## src/rtl/mac_seq.sv

```systemverilog
// mac_seq: sequential signed dot product over a dual-port RAM with a valid/ready result.
// Define MAC_SEQ_SAT_EN to saturate the accumulator and report a sticky overflow flag.
module mac_seq #(
  parameter int ADDR_W = 5,
  parameter int DATA_W = 16,
  parameter int ACC_W  = 32
) (
  input  logic              clk,
  input  logic              rst,
  input  logic              start,
  input  logic [ADDR_W-1:0] base_a,
  input  logic [ADDR_W-1:0] base_b,
  input  logic [ADDR_W:0]   len,
  output logic              busy,
  output logic [ADDR_W-1:0] ram_addr_a,
  output logic [ADDR_W-1:0] ram_addr_b,
  output logic              ram_we_a,
  output logic              ram_we_b,
  input  logic [DATA_W-1:0] ram_dout_a,
  input  logic [DATA_W-1:0] ram_dout_b,
  output logic [ACC_W-1:0]  result,
  output logic              result_valid,
  input  logic              result_ready,
  output logic              overflow
);
  typedef enum logic [1:0] {IDLE, FETCH, DRAIN, DONE} state_t;
  state_t r_state, w_next;
  logic [ADDR_W:0] r_idx, r_len;
  logic r_dv, r_ovf, w_go, w_last, w_sat;
  logic signed [2*DATA_W-1:0] w_prod;
  logic signed [ACC_W-1:0] r_acc, w_prod_ext, w_acc_next;
  assign w_go = r_state == IDLE && start;
  assign w_last = r_idx + 1'b1 == r_len;
  assign w_prod = $signed(ram_dout_a) * $signed(ram_dout_b);
  assign w_prod_ext = ACC_W'(w_prod);
`ifdef MAC_SEQ_SAT_EN
  logic signed [ACC_W:0] w_sum;
  assign w_sum = (ACC_W+1)'(r_acc) + (ACC_W+1)'(w_prod_ext);
  assign w_sat = w_sum[ACC_W] != w_sum[ACC_W-1];
  assign w_acc_next = !w_sat ? w_sum[ACC_W-1:0]
                    : w_sum[ACC_W] ? {1'b1, {(ACC_W-1){1'b0}}} : {1'b0, {(ACC_W-1){1'b1}}};
`else
  assign w_sat = 1'b0;
  assign w_acc_next = r_acc + w_prod_ext;
`endif
  always_comb
    w_next = r_state == IDLE  ? (start ? (len == '0 ? DONE : FETCH) : IDLE)
           : r_state == FETCH ? (w_last ? DRAIN : FETCH)
           : r_state == DRAIN ? DONE
           : (result_ready ? IDLE : DONE);
  always_ff @(posedge clk or posedge rst)
    if (rst) r_state <= IDLE;
    else r_state <= w_next;
  // r_dv marks the cycle in which data for last cycle's FETCH address is on ram_dout
  always_ff @(posedge clk or posedge rst)
    if (rst) begin
      r_idx <= '0;
      r_len <= '0;
      r_dv <= 1'b0;
      r_acc <= '0;
      r_ovf <= 1'b0;
      ram_addr_a <= '0;
      ram_addr_b <= '0;
    end else begin
      r_dv <= r_state == FETCH;
      if (w_go) begin
        r_len <= len;
        r_idx <= '0;
        r_acc <= '0;
        r_ovf <= 1'b0;
        if (len != '0) begin
          ram_addr_a <= base_a;
          ram_addr_b <= base_b;
        end
      end else begin
        if (r_state == FETCH) begin
          r_idx <= r_idx + 1'b1;
          if (!w_last) begin
            ram_addr_a <= ram_addr_a + 1'b1;
            ram_addr_b <= ram_addr_b + 1'b1;
          end
        end
        if (r_dv) begin
          r_acc <= w_acc_next;
          r_ovf <= r_ovf | w_sat;
        end
      end
    end
  assign busy = r_state != IDLE;
  assign result_valid = r_state == DONE;
  assign result = r_acc;
  assign overflow = r_ovf;
  assign ram_we_a = 1'b0;
  assign ram_we_b = 1'b0;
endmodule

```

## config.mk

```make
export PLATFORM = sky130hd
export DESIGN_NAME = mac_seq
export DESIGN_NICKNAME = d
export VERILOG_FILES = /design/src/rtl/mac_seq.sv
export SDC_FILE = /design/constraint.sdc
export NUM_CORES = 1
export LEC_CHECK = 0
export ABC_AREA = 1
export CAP_MARGIN = 5
export CORE_MARGIN = 2
export CORE_UTILIZATION = 35
export CTS_CLUSTER_SIZE = 20
export DETAILED_ROUTE_END_ITERATION = 8
export PLACE_DENSITY = 0.61
export SYNTH_ARGS = -nofsm -noshare
export SYNTH_HDL_FRONTEND = slang
export SYNTH_SLANG_ARGS = --single-unit
```

## constraint.sdc

```tcl
create_clock -name clk -period 4.97 [get_ports clk]
set_input_delay 0.994 -clock clk [delete_from_list [all_inputs] [get_ports clk]]
set_output_delay 0.994 -clock clk [all_outputs]
set_load 0.01 [all_outputs]
```

== Word level (Yosys, flattened, before mapping) ==
Cells that the tools add are included.
Storage, ports and cells
  input port bits: 52
  output and inout port bits: 47
  register bits: 57
Cells by class
  mux-type cells: 19
  $mul: 1
  equal/unequal tests: 6
  $add $sub $neg: 4
  reductions and logical operators: 8
Operator list (count)
  2-to-1 mux 32 bit: 2
  2-to-1 mux 5 bit: 8
  adder 32 bit: 1
  multiplier 16 x 16 -> 32 bit: 1
  2-to-1 mux 2 bit: 7
  2-to-1 mux 6 bit: 2
  adder 5 x 1 -> 5 bit, second input constant: 2
  adder 6 x 1 -> 6 bit, second input constant: 1
  == test 6 bit: 1
  logical NOT 6 bit: 1
  nonzero test 2 bit: 3
  nonzero test 6 bit: 1
  == test 2 bit, second input constant: 2
  AND reduction 3 bit: 1
  == test 2 x 1 -> 1 bit, second input constant: 1
  logical NOT 2 bit: 1
  != test 2 x 1 -> 1 bit, second input constant: 1
  != test 2 bit, second input constant: 1
  logical AND 1 bit: 1

== Logic depth before layout (Yosys ltp) ==
  word-level depth: 5
  gate-level depth with buffers: 29
  depth with buffers taken out: 28

== Worst setup path before layout ==
OpenSTA, ideal clock, no wires.
  path kind: input port to flip-flop
  from: in ram_dout_a[15]
  to: reg r_acc[23], in the netlist result[23]
  arrival time: 6.214 ns
  setup slack: -1.361 ns
  library setup time: 0.117 ns
  buffers on the path: 2
  stages: 25
  path through: buf_2 > clkbuf_1 > nand2_1 > inv_1 > fa_1 > inv_1 > fa_1 > inv_1 > fa_1 > fa_1 > fa_1 > inv_1 > fa_1 > inv_1 > ha_1 > nand2_1 > inv_1 > nand2_1 > and2_1 > nand2_1 > a21oi_1 > nand2_1 > or2_2 > nand3_1 > nand2_1
Between the ends
  cells in the longest elaborated chain, start to end: 4
RTL lines
  start, declared: line 19  | input logic [DATA_W-1:0] ram_dout_a,
  multiplier 16 x 16 -> 32 bit: line 34  | assign w_prod = $signed(ram_dout_a) * $signed(ram_dout_b);
  adder 32 bit: line 44  | assign w_acc_next = r_acc + w_prod_ext;
  2-to-1 mux 32 bit: line 83  | if (r_dv) begin
  2-to-1 mux 32 bit: line 66  | if (w_go) begin
  end signal, assigned: line 84  | r_acc <= w_acc_next;
  end, declared: line 31  | logic signed [ACC_W-1:0] r_acc, w_prod_ext, w_acc_next;
Every way passes these cells. The select of a mux whose other input is x is not followed.
A chain may end at the register's enable or synchronous reset.

== Worst setup path after layout ==
  from: in ram_dout_a[15]
  to: reg r_acc[31], in the netlist result[31]
The elaborated chain is that of the path after synthesis.

==> results.yml <==
run_status:
  outcome: "finished, violations left"
  failed_checks: "negative setup slack"
logic_synthesis:
  synth-seq-cells: 57
  synthArstFlopShare_pct: 100.0
  ys_warn_count: 0
  synth.distinct_cells: 42
  ys.flop_type: "dfrtp_1"
  syn_avg_cell_area_um2: 7.824
  syn_inst: 1835
  synth_edf_count: 0
  ys_seq_area_share_pct: 9.935
  synth_area_um2: 14360
global_route:
  grt_pass1_vias: 13170
  grt_overflow: 0
  grt_use_total_pct: 21.11
  grt_start_max_net_pins: 41
  antenna_found_initial: 0
  grt_pass1_wl_mm: 70.03
critical_path:
  startpoint_type: "input pin"
  r2r-start: "result[15]$_DFFE_PP0P_"
  worstPathRequired_ns: 5.19
  critPathCaptureType: "register"
  reg2reg_depth: 21
  r2r-end: "result[30]$_DFFE_PP0P_"
  r2r_slack_ns: 0.29
  cp_max_fo: 5
  worst_ep_arrival_time_ns: 6.14
  critical_path_class: "in2reg"
detailed_routing:
  routedWlPerCell_um: 16.36
  drt_iter0_markers: 596
  final_antenna_net_count: 0
  drt_first_pass_iters: 5
  drc: 0
  vias: 12400
  via_per_inst: 4.638
  wl_mm: 43.75
placed_design:
  gp_congestion: 0.8995
  port_buffers: 95
  placedInstanceArea_um2: 17680
  dpl.hpwl_mm: 33.72
job:
  maxCapViolCount: 0
cts:
  htreeDepth: 3
  clock-sinks: 57
  clkLatencyLatePin_ns: 0.35
  cts_inserted_buffers: 9
  clockRootBuffer: "clkbuf_16"
  hold_buffers: 0
  cts_tree: "yes"
  path_clk_slew_ns: 0.06
  clock_path_buffers: 2
floorplanning:
  die_y_um: 206.5
  dieWidth_um: 206.5
  core_um2: 40650
  initial_core_util_pct: 35.32
  num_rows: 74
  io_pins: 99
  dieArea_um2: 42660
sta:
  max_freq_mhz: 169.1
  rsz0062_at_grt: "true"
  skew_ns: 0.007840
  setup_viol: 25
  period_share_pct: 119.0
  max_slew_margin_pct: 33.92
  slew_viol_final: 0
  fin_tns_setup_ns: -15.86
  setup_ws_ns: -0.9443
  period_needed_ns: 5.914
  worstMarginPinSlew_ns: 0.9912
  whs_ns: 0.5050
  finalHoldViolations: 0
min_path:
  hold_path_depth: 2
  hp-class: "reg2reg"
  hold_end: "r_len[4]$_DFFE_PP0P_"
  hp-start: "r_len[4]$_DFFE_PP0P_"
cells_and_area:
  antenna_cells: 0
  final_area_um2: 20540
  syn2layout_area_growth_pct: 43.05
  final_cell_mix: "419 x inv_1, 387 x nand2_1, 263 x fa_1"
  final_common_cell: "inv_1"
  nNetsFinal: 2582
  drive_above_1_share_pct: 32.87
[through the flow]
stage | cells | worst slack (ns) | utilization [%]
3_3_place_gp | 2547 | -1.718 | 43.49
3_5_place_dp | 2547 | -1.756 | 43.49
4_1_cts | 2646 | -0.9983 | 48.54
2_1_floorplan | 1837 | -0.9286 | -
5_1_grt | 2674 | -1.103 | 50.53
6_report | 2674 | -0.9443 | 50.53
[cell usage after synthesis, types with 2 or more instances]
| library cell | n | share of area, % |
|---|---|---|
| a21oi_1 | 37 | 1.3 |
| a22o_1 | 6 | 0.37 |
| and2_1 | 2 | 0.087 |
| buf_2 | 7 | 0.24 |
| buf_4 | 4 | 0.21 |
| buf_6 | 2 | 0.16 |
| clkbuf_1 | 57 | 1.5 |
| dfrtp_1 | 57 | 9.9 |
| fa_1 | 292 | 41 |
| ha_1 | 101 | 8.8 |
| inv_1 | 525 | 14 |
| mux2i_1 | 5 | 0.35 |
| nand2_1 | 483 | 13 |
| nand2_2 | 7 | 0.30 |
| nand2_4 | 2 | 0.16 |
| nand3_1 | 59 | 2.1 |
| nand3b_1 | 6 | 0.31 |
| nand4_1 | 11 | 0.48 |
| nor2_1 | 69 | 1.8 |
| nor2_2 | 2 | 0.087 |
| nor3_1 | 5 | 0.17 |
| o21ai_0 | 43 | 1.5 |
| o21ai_2 | 7 | 0.43 |
| o21bai_1 | 5 | 0.26 |
| o22ai_1 | 2 | 0.087 |
| or2_2 | 6 | 0.26 |
| xnor2_1 | 9 | 0.55 |
| xor2_1 | 10 | 0.61 |
[state kept, by name, indices dropped and copies added, names as in the netlist]
signal      cells
result         32
r_idx           6
r_len           6
ram_addr_a      5
ram_addr_b      5
r_state         2
r_dv            1
[worst max-delay path: stages]
cell	delay (ns)
buf_8	0.10
buf_12	0.13
nand2_4	0.06
inv_2	0.04
fa_2	0.60
inv_2	0.05
fa_2	0.63
inv_6	0.06
buf_12	0.13
fa_1	0.49
fa_1	0.43
fa_1	0.49
inv_1	0.05
fa_1	0.50
inv_2	0.05
ha_4	0.34
nand2_8	0.09
nor2_4	0.11
inv_2	0.07
nor2_4	0.14
and2_4	0.15
nand2_2	0.05
inv_2	0.07
nor2_4	0.04
inv_1	0.04
nand2_1	0.04
nand3_1	0.07
nand2_1	0.07
[cell families after synthesis]
logic type / Yosys count / synth area share, %
other cells: 1 / 0.02612
xor+xnor: 19 / 1.159
compound gates: 106 / 4.314
mux: 5 / 0.3486
flops: 57 / 9.935
fa+ha+maj: 393 / 49.52
simple gates: 656 / 18.68
buf+inv: 598 / 16.02
[layout make-up]
| class | instances | area (µm²) |
|---|---|---|
| clock inverter | 7 | 61.31 |
| multi-input combinational | 1182 | 12320 |
| clock buffer | 9 | 225.2 |
| inverter | 526 | 1992 |
| timing repair buffer | 361 | 3844 |
| tap | 532 | 665.6 |
| sequential | 57 | 1426 |
| fill | 3645 | 20110 |
[what timing repair did]
item,CTS,global route
setup buffers,78,42
pin swaps,196,197
endpoints found under the hold margin,0,0
gates resized for setup,404,249
endpoints found under the setup margin,25,25
gates cloned,8,1
[layer usage]
metal / GRT usage [%] / routed length, µm
met1: 27.67 / 18400
met2: 37.79 / 22380
met3: 1.601 / 1536
met4: 5.306 / 1428
met5: 0 / 0
[how the worst max path moves through the flow]
stage / endpoint / start / slack (ns) / cells past startpoint
final: result[31]$_DFFE_PP0P_ / ram_dout_a[15] / -0.94 / 28
after CTS: result[31]$_DFFE_PP0P_ / ram_dout_a[15] / -1.0 / 27
after global placement: result[29]$_DFFE_PP0P_ / ram_dout_a[15] / -1.72 / 26
after detailed placement: result[31]$_DFFE_PP0P_ / ram_dout_a[15] / -1.76 / 23
after global routing: result[31]$_DFFE_PP0P_ / ram_dout_a[15] / -1.10 / 28
after floorplan: result[23]$_DFFE_PP0P_ / ram_dout_a[15] / -0.93 / 25
Power is not shown: default switching activity piles up to over one toggle a cycle in this logic, so the estimate is an artifact.
